--- src/rtl/euler_integrator_if.sv ---
// Valid/ready handshake bundle for the Euler integrator: the sample comes in, the updated state goes out.
interface euler_integrator_if #(
    parameter int unsigned WIDTH = 32
);
    logic             in_valid;
    logic             in_ready;
    logic [WIDTH-1:0] pos_in;
    logic [WIDTH-1:0] vel_in;
    logic [WIDTH-1:0] acc_in;
    logic [WIDTH-1:0] dt_in;
    logic             out_valid;
    logic             out_ready;
    logic [WIDTH-1:0] pos_out;
    logic [WIDTH-1:0] vel_out;
    logic             ovf;

    modport master (
        output in_valid, pos_in, vel_in, acc_in, dt_in, out_ready,
        input  in_ready, out_valid, pos_out, vel_out, ovf
    );

    modport slave (
        input  in_valid, pos_in, vel_in, acc_in, dt_in, out_ready,
        output in_ready, out_valid, pos_out, vel_out, ovf
    );
endinterface

--- src/rtl/euler_integrator.sv ---
// Two-stage semi-implicit Euler step in signed Q-format: vel' = vel + acc*dt, pos' = pos + vel'*dt.
// Define SATURATE_EN for saturating arithmetic and a sticky ovf flag; otherwise arithmetic wraps and ovf is 0.
module euler_integrator #(
    parameter int unsigned WIDTH = 32,
    parameter int unsigned Q     = 16
) (
    input  logic                clk,
    input  logic                rst,
    euler_integrator_if.slave   bus
);
    localparam int unsigned W  = WIDTH;
    localparam int unsigned PW = 2 * WIDTH;
`ifdef SATURATE_EN
    localparam logic [W-1:0] MAX_V = {1'b0, {(W-1){1'b1}}};
    localparam logic [W-1:0] MIN_V = {1'b1, {(W-1){1'b0}}};
`endif

    // Returns {overflow, sum}.
    function automatic logic [W:0] fx_add(input logic [W-1:0] a, input logic [W-1:0] b);
        logic [W-1:0] sum;
        logic         sat;
        sum = a + b;
`ifdef SATURATE_EN
        sat = (a[W-1] == b[W-1]) && (sum[W-1] != a[W-1]);
        if (sat) sum = a[W-1] ? MIN_V : MAX_V;
`else
        sat = 1'b0;
`endif
        return {sat, sum};
    endfunction

    // Sign-magnitude multiply so truncation is toward zero; returns {overflow, product}.
    function automatic logic [W:0] fx_mul(input logic [W-1:0] a, input logic [W-1:0] b);
        logic          neg;
        logic [W-1:0]  mag_a;
        logic [W-1:0]  mag_b;
        logic [W-1:0]  keep;
        logic [W-1:0]  res;
        logic [PW-1:0] prod;
        logic          sat;
        neg   = a[W-1] ^ b[W-1];
        mag_a = a[W-1] ? W'(~a + W'(1)) : a;
        mag_b = b[W-1] ? W'(~b + W'(1)) : b;
        prod  = PW'(mag_a) * PW'(mag_b);
        keep  = prod[W+Q-1:Q];
        res   = neg ? W'(~keep + W'(1)) : keep;
`ifdef SATURATE_EN
        // A negative result may reach exactly the most negative value; a positive one may not.
        sat = (|prod[PW-1:W+Q]) | (neg ? (keep[W-1] & (|keep[W-2:0])) : keep[W-1]);
        if (sat) res = neg ? MIN_V : MAX_V;
`else
        sat = 1'b0;
`endif
        return {sat, res};
    endfunction

    logic         s1_valid_q, s1_valid_d;
    logic [W-1:0] pos_s1_q,   pos_s1_d;
    logic [W-1:0] dt_s1_q,    dt_s1_d;
    logic [W-1:0] vel_s1_q,   vel_s1_d;
    logic         out_valid_q, out_valid_d;
    logic [W-1:0] pos_out_q,  pos_out_d;
    logic [W-1:0] vel_out_q,  vel_out_d;
    logic         ovf_q,      ovf_d;

    logic         adv1_c;
    logic         adv2_c;
    logic         in_ready_c;
    logic         accept_c;
    logic [W:0]   mul1_c;
    logic [W:0]   add1_c;
    logic [W:0]   mul2_c;
    logic [W:0]   add2_c;
    logic         s1_sat_c;
    logic         s2_sat_c;

    // Handshake, both arithmetic stages and next-state selection.
    always_comb begin
        adv2_c     = !out_valid_q || bus.out_ready;
        adv1_c     = !s1_valid_q || adv2_c;
        in_ready_c = adv1_c && !rst;
        accept_c   = bus.in_valid && in_ready_c;

        mul1_c = fx_mul(bus.acc_in, bus.dt_in);
        add1_c = fx_add(bus.vel_in, mul1_c[W-1:0]);
        mul2_c = fx_mul(vel_s1_q, dt_s1_q);
        add2_c = fx_add(pos_s1_q, mul2_c[W-1:0]);

        s1_valid_d  = s1_valid_q;
        pos_s1_d    = pos_s1_q;
        dt_s1_d     = dt_s1_q;
        vel_s1_d    = vel_s1_q;
        out_valid_d = out_valid_q;
        pos_out_d   = pos_out_q;
        vel_out_d   = vel_out_q;
        s1_sat_c    = 1'b0;
        s2_sat_c    = 1'b0;

        if (adv1_c) begin
            s1_valid_d = accept_c;
            if (accept_c) begin
                pos_s1_d = bus.pos_in;
                dt_s1_d  = bus.dt_in;
                vel_s1_d = add1_c[W-1:0];
                s1_sat_c = mul1_c[W] | add1_c[W];
            end
        end

        // Output regs only load a real sample, so an empty pipe holds the last result.
        if (adv2_c) begin
            out_valid_d = s1_valid_q;
            if (s1_valid_q) begin
                pos_out_d = add2_c[W-1:0];
                vel_out_d = vel_s1_q;
                s2_sat_c  = mul2_c[W] | add2_c[W];
            end
        end

        ovf_d = ovf_q | s1_sat_c | s2_sat_c;
    end

    always_ff @(posedge clk) begin
        if (rst) begin
            s1_valid_q  <= 1'b0;
            pos_s1_q    <= '0;
            dt_s1_q     <= '0;
            vel_s1_q    <= '0;
            out_valid_q <= 1'b0;
            pos_out_q   <= '0;
            vel_out_q   <= '0;
            ovf_q       <= 1'b0;
        end else begin
            s1_valid_q  <= s1_valid_d;
            pos_s1_q    <= pos_s1_d;
            dt_s1_q     <= dt_s1_d;
            vel_s1_q    <= vel_s1_d;
            out_valid_q <= out_valid_d;
            pos_out_q   <= pos_out_d;
            vel_out_q   <= vel_out_d;
            ovf_q       <= ovf_d;
        end
    end

    assign bus.in_ready  = in_ready_c;
    assign bus.out_valid = out_valid_q;
    assign bus.pos_out   = pos_out_q;
    assign bus.vel_out   = vel_out_q;
`ifdef SATURATE_EN
    assign bus.ovf       = ovf_q;
`else
    assign bus.ovf       = 1'b0;
`endif
endmodule
--- src/flat_wrapper.sv ---
// flat-port wrapper written by rule: the top's interface ports become plain ports
module euler_integrator_flat 
#(
    parameter int unsigned WIDTH = 32,
    parameter int unsigned Q     = 16
)
  (clk, rst, bus_in_valid, bus_pos_in, bus_vel_in, bus_acc_in, bus_dt_in, bus_out_ready, bus_in_ready, bus_out_valid, bus_pos_out, bus_vel_out, bus_ovf);
  euler_integrator_if #(.WIDTH(WIDTH)) bus_i ();
  input  logic clk;
  input  logic rst;
  input wire logic [$bits(bus_i.in_valid)-1:0] bus_in_valid;
  input wire logic [$bits(bus_i.pos_in)-1:0] bus_pos_in;
  input wire logic [$bits(bus_i.vel_in)-1:0] bus_vel_in;
  input wire logic [$bits(bus_i.acc_in)-1:0] bus_acc_in;
  input wire logic [$bits(bus_i.dt_in)-1:0] bus_dt_in;
  input wire logic [$bits(bus_i.out_ready)-1:0] bus_out_ready;
  output wire logic [$bits(bus_i.in_ready)-1:0] bus_in_ready;
  output wire logic [$bits(bus_i.out_valid)-1:0] bus_out_valid;
  output wire logic [$bits(bus_i.pos_out)-1:0] bus_pos_out;
  output wire logic [$bits(bus_i.vel_out)-1:0] bus_vel_out;
  output wire logic [$bits(bus_i.ovf)-1:0] bus_ovf;
  assign bus_i.in_valid = bus_in_valid;
  assign bus_i.pos_in = bus_pos_in;
  assign bus_i.vel_in = bus_vel_in;
  assign bus_i.acc_in = bus_acc_in;
  assign bus_i.dt_in = bus_dt_in;
  assign bus_i.out_ready = bus_out_ready;
  assign bus_in_ready = bus_i.in_ready;
  assign bus_out_valid = bus_i.out_valid;
  assign bus_pos_out = bus_i.pos_out;
  assign bus_vel_out = bus_i.vel_out;
  assign bus_ovf = bus_i.ovf;
  euler_integrator #(.WIDTH(WIDTH), .Q(Q)) u_core (.clk(clk), .rst(rst), .bus(bus_i));
endmodule
--- config.mk ---
export PLATFORM = sky130hd
export DESIGN_NAME = euler_integrator_flat
export DESIGN_NICKNAME = d
export VERILOG_FILES = /design/src/rtl/euler_integrator_if.sv /design/src/rtl/euler_integrator.sv /design/src/flat_wrapper.sv
export SDC_FILE = /design/constraint.sdc
export NUM_CORES = 2
export LEC_CHECK = 0
export ABC_AREA = 0
export BUFFER_PORTS_ARGS = -buffer_cell sky130_fd_sc_hd__buf_2
export CAP_MARGIN = 25
export CELL_PAD_IN_SITES_DETAIL_PLACEMENT = 1
export CELL_PAD_IN_SITES_GLOBAL_PLACEMENT = 1
export CORE_MARGIN = 2
export CORE_UTILIZATION = 55
export DETAILED_ROUTE_END_ITERATION = 6
export PLACE_DENSITY_LB_ADDON = 0.1
export SLEW_MARGIN = 10
export SYNTH_ARGS = -nofsm -noshare
export SYNTH_HDL_FRONTEND = slang
export SYNTH_SLANG_ARGS = --single-unit
--- constraint.sdc ---
create_clock -name clk -period 24.2 [get_ports clk]
set_input_delay 2.42 -clock clk [delete_from_list [all_inputs] [get_ports clk]]
set_output_delay 2.42 -clock clk [all_outputs]
set_load 0.01 [all_outputs]
## Word level (Yosys, flattened, before mapping)

Cells that the tools add are included.

- Output and inout bits: 67
- Word-level logic and storage cells: 40
- Bits of input ports: 132
- Flip-flop bits (word level): 162

- Muxes and demuxes: 6
- Bitwise logic cells: 8
- Multipliers: 2
- Add/sub/neg operators: 8
- Reduce and logical (&&, ||, !) cells: 9

Operator list:

| operator | number |
|---|---|
| adder 32 x 1 -> 32 bit (second input constant) | 6 |
| two-way mux 32 bit | 6 |
| inverter 32 bit | 6 |
| multiplier 32 x 32 -> 48 bit | 2 |
| adder 32 bit | 2 |
| AND reduction 2 bit | 2 |
| logical NOT 1 bit | 3 |
| logical AND 1 bit | 2 |
| logical OR 1 bit | 2 |
| bitwise XOR 1 bit | 2 |

## Longest topological paths before layout

- Depth after elaboration: 8
- Gate-level depth with buffers: 53
- Mapped depth without buffers: 51

## Least setup slack after synthesis

Ideal clock, no wire load.

- Path kind: in2reg
- Start: in bus_acc_in[2]
- End: reg u_core.vel_s1_q[31]
- Data arrival time: 14.098 ns
- Cell stages on the path: 41
- Setup time: 0.069 ns
- Buffers on the path: 4
- Slack: 10.033 ns
- Required time: 24.131 ns
- Cells stage by stage: clkbuf_1 -> nor4_2 -> nand2_1 -> or4_1 -> clkbuf_1 -> or4_1 -> o41ai_1 -> xor2_1 -> clkbuf_1 -> nor2_1 -> fa_1 -> inv_1 -> fa_1 -> fa_1 -> fa_1 -> inv_1 -> fa_1 -> fa_1 -> [... 5 more ...] -> o21ai_0 -> or2_2 -> a31oi_1 -> a211o_1 -> nand2_1 -> o311ai_0 -> nor2_1 -> and3_1 -> o41ai_1 -> xnor2_1 -> ha_1 -> nor3_1 -> a31oi_1 -> a41o_1 -> or4_1 -> a311oi_1 -> xnor3_1 -> o21ai_1

- Cells in the longest elaborated chain, start to end: 8

RTL lines:

| what | line | text |
|---|---|---|
| from (decl) | flat_wrapper.sv:14 | `input wire logic [$bits(bus_i.acc_in)-1:0] bus_acc_in;` |
| inverter 32 bit | euler_integrator.sv:42 | `mag_a = a[W-1] ? W'(~a + W'(1)) : a;` |
| adder 32 x 1 -> 32 bit | euler_integrator.sv:42 |  |
| two-way mux 32 bit * | euler_integrator.sv:42 |  |
| multiplier 32 x 32 -> 48 bit * | euler_integrator.sv:44 | `prod = PW'(mag_a) * PW'(mag_b);` |
| inverter 32 bit | euler_integrator.sv:46 | `res = neg ? W'(~keep + W'(1)) : keep;` |
| adder 32 x 1 -> 32 bit | euler_integrator.sv:46 |  |
| two-way mux 32 bit * | euler_integrator.sv:46 |  |
| adder 32 bit * | euler_integrator.sv:22 | `sum = a + b;` |
| to (signal assigned) | euler_integrator.sv:136 | `vel_s1_q <= vel_s1_d;` |
| to (decl) | euler_integrator.sv:60 | `logic [W-1:0] vel_s1_q, vel_s1_d;` |

Mark *: on every way between the ends. The rest lies on a longest branch, timed or not.
A chain may end at the register's enable or synchronous reset.

## Worst setup path in the final report

- Start: reg u_core.vel_s1_q[3]
- End: reg u_core.pos_out_q[30] (netlist: u_core.bus.pos_out[30])

- Cells in the longest elaborated chain, start to end: 8

RTL lines:

| what | line | text |
|---|---|---|
| inverter 32 bit | euler_integrator.sv:42 |  |
| adder 32 x 1 -> 32 bit | euler_integrator.sv:42 |  |
| two-way mux 32 bit * | euler_integrator.sv:42 |  |
| multiplier 32 x 32 -> 48 bit * | euler_integrator.sv:44 |  |
| inverter 32 bit | euler_integrator.sv:46 |  |
| adder 32 x 1 -> 32 bit | euler_integrator.sv:46 |  |
| two-way mux 32 bit * | euler_integrator.sv:46 |  |
| adder 32 bit * | euler_integrator.sv:22 |  |
| to (signal assigned) | euler_integrator.sv:138 | `pos_out_q <= pos_out_d;` |
| to (decl) | euler_integrator.sv:62 | `logic [W-1:0] pos_out_q, pos_out_d;` |

Marks and branches as above.

==> reports/metrics.yaml <==
run_status:
  status: "finished clean"
worst_setup_path:
  cp-end-kind: "flip-flop"
  arrival_ns: 16.45
  critPathSlowestCell: "nor4_1"
  worst-r2r-cell-count: 42
  crit_fanout: 17
  critPathRequiredTime_ns: 24.64
  crit_path_start_kind: "flip-flop"
  r2r_slack_ns: 8.18
  r2r_end: "u_core.bus.pos_out[30]$_SDFFE_PP0P_"
  crit-reg2reg-launch: "u_core.vel_s1_q[3]$_SDFFE_PP0P_"
  critPathMaxStageDelay_ns: 0.97
  path_common_cell: "fa_1"
  worstSetupPathType: "flip-flop to flip-flop"
clock_network:
  cts-root-buf: "clkbuf_16"
  cts_tree: "done"
  htreeDepth: 4
  cts.clk_slew.worst_paths_ns: 0.09
  post-cts-setup-buffers: 0
  insertion_delay_ns: 0.50
  cts_resized: 0
  clock-sinks: 162
  clockBufferDepth: 2
  cts_made_buffers: 17
  hold_buffers: 0
hold_path:
  hold_class: "flip-flop to flip-flop"
  hold_depth: 2
  worstHoldEndpoint: "u_core.bus.pos_out[30]$_SDFFE_PP0P_"
  min_from: "u_core.bus.pos_out[30]$_SDFFE_PP0P_"
synth:
  synthCells: 7847
  postSynthAreaPerCell_um2: 8.464
  synth_seq_area_share_pct: 4.883
  synth_edf_count: 0
  yosysTopAreaCellShare_pct: 46.96
  synth_warnings: 0
  synth_most_common_cell: "inv_1"
  synth_commonest_cells: "inv_1, fa_1, nand2_1"
  synth_nets: 9959
  ys_types: 86
  yosysTopAreaCell: "fa_1"
  synth_flop_cell: "dfxtp_1"
  synth_area_mm2: 0.06642
  async_flop_share_pct: 0
  ys_ff_latch: 162
  synth_area_leaders: "fa_1, inv_1, ha_1"
route:
  drc_errors: 0
  antenna_left: 0
  viasPerCell: 5.987
  drt_iter0_drc: 4776
  dr.pass1.iters: 6
  vias: 57290
  wl_per_cell_um: 28.88
  wl_mm: 276.4
place:
  hpwl_mm: 223.3
  pre_cts_ws_ns: 8.213
  port_buffers: 197
  placed_cells: 9517
  place_congestion: 1.058
  placed_cell_area_mm2: 0.07035
die:
  rows: 127
  dieArea_mm2: 0.1236
  die_w_um: 351.5
  die_h_um: 351.5
  ios: 199
  core_area_mm2: 0.1198
  start_util_pct: 55.43
layout:
  drive_above_1_share_pct: 7.349
  syn_to_final_growth_pct: 7.070
  stdcell_count: 9569
  nets: 10050
  stdcell_area_mm2: 0.07111
sta:
  tns_ns: 0
  rsz0062_at_grt: "false"
  fin_crit_ns: 16.02
  finalCritPeriodShare_pct: 66.20
  hold_violations: 0
  skew_ns: 0.02466
  fmax_mhz: 62.43
  worst_slew_pin_slew_ns: 1.275
  maxSlewViolCount: 0
  max_slew_margin_pct: 15.01
  setup_viol: 0
  fin_ws_ns: 8.181
global_routing:
  antenna_found_initial: 21
  grt_pass1_wl_mm: 412.6
  grt_usage_pct: 46.38
  overflow: 0
  grt_max_degree: 100
  grt_pass1_vias: 65320
flow_run:
  cap_violations: 0
==> kinds of logic after synthesis <==
| kind of cell | Yosys count | synth area share, % |
|---|---|---|
| and+or+nand+nor | 2663 | 16.80 |
| other | 1 | 0.005646 |
| muxes | 7 | 0.1074 |
| adders and majority gates | 1980 | 54.91 |
| AOI/OAI and AO/OA | 635 | 6.070 |
| xor gates and xnor gates | 461 | 6.198 |
| DFF | 162 | 4.883 |
| buffers and inverters | 1938 | 11.02 |
==> critical path: cells and delay by family (launching register included) <==
| kind | cells | cell delay [ns] |
|---|---|---|
| flops | 1 | 0.56 |
| compound gates | 13 | 4.06 |
| buf+inv | 5 | 0.61 |
| simple gates | 10 | 4.63 |
| xor+xnor | 4 | 0.79 |
| fa+ha+maj | 10 | 5.28 |
==> cell type report <==
type                            count  area [µm²]
Clock inverter                     15       206.4
Timing Repair Buffer              432        2780
Clock buffer                       17       425.4
Tap cell                         1612        2017
Multi-Input combinational cell   5747       56510
Sequential cell                   162        3243
Antenna cell                       10       25.02
Fill cell                       14380       48700
Inverter                         1574        5908
==> through the flow <==
stage	hold slack (ns)	utilization [%]
final	0.4530	59.35
after detailed placement	0.4418	58.72
after CTS	0.4544	59.24
after global routing	0.4763	59.34
after floorplan	0.4533	-
after global placement	0.4406	58.68
==> worst max-delay path by stage <==
stage | start | endpoint | slack, ns
6_report | u_core.vel_s1_q[3]$_SDFFE_PP0P_ | u_core.bus.pos_out[30]$_SDFFE_PP0P_ | 8.18
5_1_grt | u_core.vel_s1_q[3]$_SDFFE_PP0P_ | u_core.bus.pos_out[30]$_SDFFE_PP0P_ | 7.67
4_1_cts | bus_acc_in[4] | u_core.vel_s1_q[31]$_SDFFE_PP0P_ | 8.71
3_5_place_dp | bus_acc_in[4] | u_core.vel_s1_q[31]$_SDFFE_PP0P_ | 8.21
3_3_place_gp | bus_acc_in[4] | u_core.vel_s1_q[31]$_SDFFE_PP0P_ | 8.77
2_1_floorplan | bus_acc_in[2] | u_core.vel_s1_q[31]$_SDFFE_PP0P_ | 10.03
==> routing by layer <==
metal / up-vias / track usage, % / share of wire, %
met5: - / 0 / 0.051
met4: 24 / 47.06 / 13
met3: 1403 / 13.45 / 9.4
met2: 3073 / 73.55 / 46
met1: 29220 / 48.42 / 32
li1: 23570 / - / -
==> layout by cell type (no fill, tap or decap), types with 17 or more instances in the layout <==
master     instances
xnor2_2           42
nand4_1           24
a31oi_1           18
buf_4            228
nand3_1           37
o31ai_1           41
buf_2            196
xor2_2            30
o21ai_0          125
nand2_1         1256
or3_1             25
o21bai_1          24
ha_1             422
and2_1            31
or4_1             22
xnor2_1          229
inv_1           1572
o41ai_1           20
a21oi_1          230
xor2_1           151
dfxtp_1          162
and3_1            23
nor2_1          1007
nor4_1            17
nor3_1            34
fa_1            1558
a21o_1            62
nand2b_1          25
clkbuf_16         17
o21a_1            17
nand3b_1          95
==> sequential cells by signal, indices dropped and copies added (netlist names) <==
name,flops
u_core.bus.out_valid,1
u_core.bus.pos_out,32
u_core.bus.vel_out,32
u_core.dt_s1_q,32
u_core.pos_s1_q,32
u_core.s1_valid_q,1
u_core.vel_s1_q,32
Power is not shown: default switching activity piles up to over one toggle a cycle in this logic, so the estimate is an artifact.
